`src/rtl/oka_mul_arbiter_193bit.sv`:
```
// Two-requester arbiter in front of an external combinational OKA multiplier.
// It holds the accepted operands for MUL_WAIT cycles, then registers the product for the consumer.
module oka_mul_arbiter_193bit #(
  parameter int WIDTH    = 193,
  parameter int MUL_WAIT = 2
) (
  input  logic               clk,
  input  logic               rst,
  input  logic               req0_valid,
  output logic               req0_ready,
  input  logic [WIDTH-1:0]   req0_a,
  input  logic [WIDTH-1:0]   req0_b,
  input  logic               req1_valid,
  output logic               req1_ready,
  input  logic [WIDTH-1:0]   req1_a,
  input  logic [WIDTH-1:0]   req1_b,
  output logic [WIDTH-1:0]   mul_a,
  output logic [WIDTH-1:0]   mul_b,
  input  logic [2*WIDTH-2:0] mul_y,
  output logic               res_valid,
  input  logic               res_ready,
  output logic [2*WIDTH-2:0] res_y,
  output logic               res_id,
  output logic               busy
);

  typedef enum logic [1:0] {S_IDLE, S_WAIT, S_DONE} state_t;

  state_t               state_q, state_d;
  logic                 prio_q, prio_d;
  logic [3:0]           cnt_q, cnt_d;
  logic [WIDTH-1:0]     mul_a_q, mul_a_d;
  logic [WIDTH-1:0]     mul_b_q, mul_b_d;
  logic [2*WIDTH-2:0]   res_y_q, res_y_d;
  logic                 res_id_q, res_id_d;
  logic                 id_lat_q, id_lat_d;
  logic                 grant1;

  always_ff @(posedge clk) begin
    if (rst) begin
      state_q  <= S_IDLE;
      prio_q   <= 1'b0;
      cnt_q    <= '0;
      mul_a_q  <= '0;
      mul_b_q  <= '0;
      res_y_q  <= '0;
      res_id_q <= 1'b0;
      id_lat_q <= 1'b0;
    end else begin
      state_q  <= state_d;
      prio_q   <= prio_d;
      cnt_q    <= cnt_d;
      mul_a_q  <= mul_a_d;
      mul_b_q  <= mul_b_d;
      res_y_q  <= res_y_d;
      res_id_q <= res_id_d;
      id_lat_q <= id_lat_d;
    end
  end

  // Requester 1 wins when it is the only one valid, or on a tie while prio points at it.
  assign grant1 = req1_valid && (!req0_valid || prio_q);

  always_comb begin
    state_d    = state_q;
    prio_d     = prio_q;
    cnt_d      = cnt_q;
    mul_a_d    = mul_a_q;
    mul_b_d    = mul_b_q;
    res_y_d    = res_y_q;
    res_id_d   = res_id_q;
    id_lat_d   = id_lat_q;
    req0_ready = 1'b0;
    req1_ready = 1'b0;

    unique case (state_q)
      S_IDLE: begin
        if (!rst) begin
          req0_ready = req0_valid && !grant1;
          req1_ready = grant1;
        end
        if (req0_ready || req1_ready) begin
          mul_a_d  = grant1 ? req1_a : req0_a;
          mul_b_d  = grant1 ? req1_b : req0_b;
          id_lat_d = grant1;
          prio_d   = !grant1;
          cnt_d    = '0;
          state_d  = S_WAIT;
        end
      end
      S_WAIT: begin
        cnt_d = cnt_q + 4'd1;
        if (cnt_q == 4'(MUL_WAIT - 1)) begin
          res_y_d  = mul_y;
          res_id_d = id_lat_q;
          state_d  = S_DONE;
        end
      end
      S_DONE: begin
        if (res_ready) state_d = S_IDLE;
      end
      default: state_d = S_IDLE;
    endcase
  end

  assign mul_a     = mul_a_q;
  assign mul_b     = mul_b_q;
  assign res_y     = res_y_q;
  assign res_id    = res_id_q;
  assign res_valid = (state_q == S_DONE);
  assign busy      = (state_q != S_IDLE);

endmodule

```
`config.mk`:
```
export PLATFORM = sky130hd
export DESIGN_NAME = oka_mul_arbiter_193bit
export DESIGN_NICKNAME = d
export VERILOG_FILES = /design/src/rtl/oka_mul_arbiter_193bit.sv
export SDC_FILE = /design/constraint.sdc
export NUM_CORES = 2
export LEC_CHECK = 0
export ABC_AREA = 0
export BUFFER_PORTS_ARGS = -buffer_cell sky130_fd_sc_hd__buf_2
export CORE_AREA = 2 2 752 754
export DETAILED_ROUTE_END_ITERATION = 8
export DIE_AREA = 0 0 754 756
export PLACE_DENSITY_LB_ADDON = 0.12
export RECOVER_POWER = 50
export SYNTH_ARGS = -nofsm -noshare
export SYNTH_HDL_FRONTEND = slang
export SYNTH_SLANG_ARGS = --single-unit
```
`constraint.sdc`:
```
create_clock -name clk -period 2.6 [get_ports clk]
set_clock_uncertainty 0.2 [all_clocks]
set_input_delay 0.13 -clock clk [delete_from_list [all_inputs] [get_ports clk]]
set_output_delay 0.13 -clock clk [all_outputs]
set_load 0.02 [all_outputs]
```
==> results.yml <==
timing:
  worst_slack_ns: 0.0626
  maxSlewViolCount: 0
  whs_ns: 0.0215
  tns_ns: 0
  fmax_mhz: 394
  rsz0062_at_grt: "yes"
  relSlewSlack: 0.537
  period_minus_slack_ns: 2.54
  period_share: 0.976
  hold_violations: 0
  tightestPinTransition_ns: 0.694
  setup_viol: 0
setup_path:
  cp_num_buf_inv: 3
  cp_slowest_cell: "dlygate4sd3_1"
  crit_chain: "inv_1 > ha_1 > or3b_4 > buf_12 > o21ai_1 > a21oi_1 > dlygate4sd3_1"
  reg2reg_depth: 7
  crit_type: "reg2reg"
  crit_family: "buffers and inverters"
  required_ns: 3.20
  arrival_ns: 3.14
  cp_max_fo: 48
  cpPeakStageDelay_ns: 0.59
  worstSetupStartpointType: "register"
  path_depth: 7
  critPathCaptureType: "register"
final_layout:
  drive_gt1_frac: 0.296
  finalNonFillerCells: 15500
  areaGrowthSynthToFinish_pct: 149
  nets: 8936
  nFillCells: 64700
  design_area_sq_um: 79500
  regArea_sq_um: 15600
  multi_input_area_sq_um: 13100
  fin_util: 0.141
status:
  status: "completed"
grt:
  grt_usage: 0.138
  antenna_found_initial: 241
  grt_overflow: 0
  first_global_vias: 50600
  grt_pass1_wl_mm: 526
  grt_max_degree: 100
floorplanning:
  core_area_sq_um: 563000
  fp.dieW_um: 754
  io_pins: 1938
  die_h_um: 756
  start_util: 0.0567
  die_area_sq_um: 570000
  rows: 276
yosys:
  syn_inst: 3602
  ys_top_cells_by_count: "dfxtp_1 (780), a21oi_1 (414), o21ai_0 (413)"
  yosysMostFrequentCell: "dfxtp_1"
  synth_seq_area_share: 0.490
  syn_area_sq_um: 31900
  synth_flop_cell: "dfxtp_1"
  ys_types: 34
  synth_top_area_frac: 0.490
  async_flop_share: 0
  syn_area_per_cell_sq_um: 8.85
  synth_warnings: 0
  synth_edf_count: 0
  synth_area_leaders: "dfxtp_1 (49%), a221o_1 (11%), a211oi_1 (8.5%)"
  syn-num-nets: 4766
  ys_seq_elements: 780
  yosysTopAreaCell: "dfxtp_1"
placement:
  dp_slack_ns: 0.144
  hpwlAfterDp_mm: 343
  numPortBuffers: 1937
  placed_cell_area_sq_um: 51300
  dp_cells: 12800
  routabilityCongestion: 0.870
clock_network:
  cts.path.max_buffers: 4
  clkTransAtPathRegs_ns: 0.06
  worstSkewPairLatency_ns: 0.86
  htreeDepth: 3
  root_buffer: "clkbuf_16"
  cts_tree: "done"
  cts_inserted_buffers: 125
  cts.sinks: 780
pwr:
  ir_drop_mv: 0.601
  power_density_nw_per_um2: 549
  total_power_mw: 43.7
  p_leak_nw: 31.4
routing:
  drtIter0Drc: 2593
  postRouteAntennaNets: 0
  drt_wl_total_mm: 413
  vias_per_cell: 3.12
  dr.pass1.iters: 5
  vias: 48200
  drc_errors: 0
  wl_per_cell_um: 26.7
flow_run:
  max_cap_viol_count: 0
worst_hold_path:
  hold_class: "in2reg"
  hold_path_depth: 3
==> worst reg2reg max path, delay by kind of cell, from the launching register on <==
| family | cells | cell delay [ns] |
|---|---|---|
| simple gates | 1 | 0.51 |
| buf+inv | 3 | 0.90 |
| compound gates | 2 | 0.37 |
| fa+ha+maj | 1 | 0.16 |
| flops | 1 | 0.33 |
==> placed cells by master (no fill, tap or decap), types with 3 or more instances in the layout <==
cell type and n:
buf_4 127, dlygate4sd3_1 2345, a211oi_1 363, clkbuf_1 40
inv_1 365, a21oi_1 414, a221o_1 361, buf_12 64
clkbuf_16 126, a311oi_1 26, bufinv_16 12, clkinv_2 11
o21ai_0 397, buf_2 1933, nand3_1 388, o21ai_1 16
nor2_1 3, dfxtp_1 777, clkbuf_8 26, diode_2 96
bufbuf_16 5, nand3b_1 27
==> layer usage <==
metal	track usage	up-vias	wire [um]
li1	-	21900	-
met1	0.141	23600	146000
met2	0.263	2055	217000
met3	0.0512	573	36700
met4	0.0354	76	12800
met5	0	-	481
==> area by class of cell <==
| type | instances | area share |
|---|---|---|
| flip-flops and latches | 780 | 0.196 |
| clock buffers | 190 | 0.0457 |
| clock inverters | 30 | 0.00625 |
| inverters | 365 | 0.0172 |
| multi-input cells | 2018 | 0.165 |
| well taps | 7506 | 0.118 |
| repair buffers | 4482 | 0.449 |
| diodes | 96 | 0.00302 |
==> path summary, 6_finish.rpt <==
check	start	endpoint	slack [ns]
hold / removal	req0_b[143]	mul_b[143]	0.02
hold reg to reg	res_y[331]	res_y[331]	0.27
setup reg to reg	cnt_q[1]	res_y[269]	0.06
setup / recovery	cnt_q[1]	res_y[269]	0.06
==> report_power, final <==
| part | switching [mW] | total (mW) | internal [mW] | leakage, nW |
|---|---|---|---|---|
| Sequential | 0.609 | 13.5 | 12.9 | 6.37 |
| Combinational | 7.19 | 12.3 | 5.07 | 23.0 |
| Clock | 7.23 | 17.9 | 10.7 | 2.02 |
| Total | 15.0 | 43.7 | 28.6 | 31.4 |
==> sequential cells by signal (all words and copies together), names as in the netlist <==
register / flops
res_y: 385
id_lat_q: 1
cnt_q: 4
res_id: 1
mul_b: 193
prio_q: 1
mul_a: 193
state_q: 2
==> logic make-up (layout without fill, tap and decap cells) <==
group / count (synthesis) / after routing / synth area share
AO/OA/AOI/OAI: 1581 / 1581 / 0.337
XOR/XNOR: 1 / 1 / 0.000275
adder cells (fa/ha/maj): 2 / 2 / 0.000785
buffers and inverters: 804 / 5067 / 0.101
flip-flops: 780 / 780 / 0.490
other: 0 / 96 / 0
AND/OR/NAND/NOR: 434 / 434 / 0.0713
==> what timing repair did <==
item                       in CTS  in global routing
pin swaps                       3                  1
hold buffers                 2345                  0
setup endpoints to repair       3                 42
resized for setup               9                 22
hold endpoints to repair      780                  0
cloned                          5                  1
setup buffers                   8                  6
No activity file was read; power rests on OpenSTA's default activity.
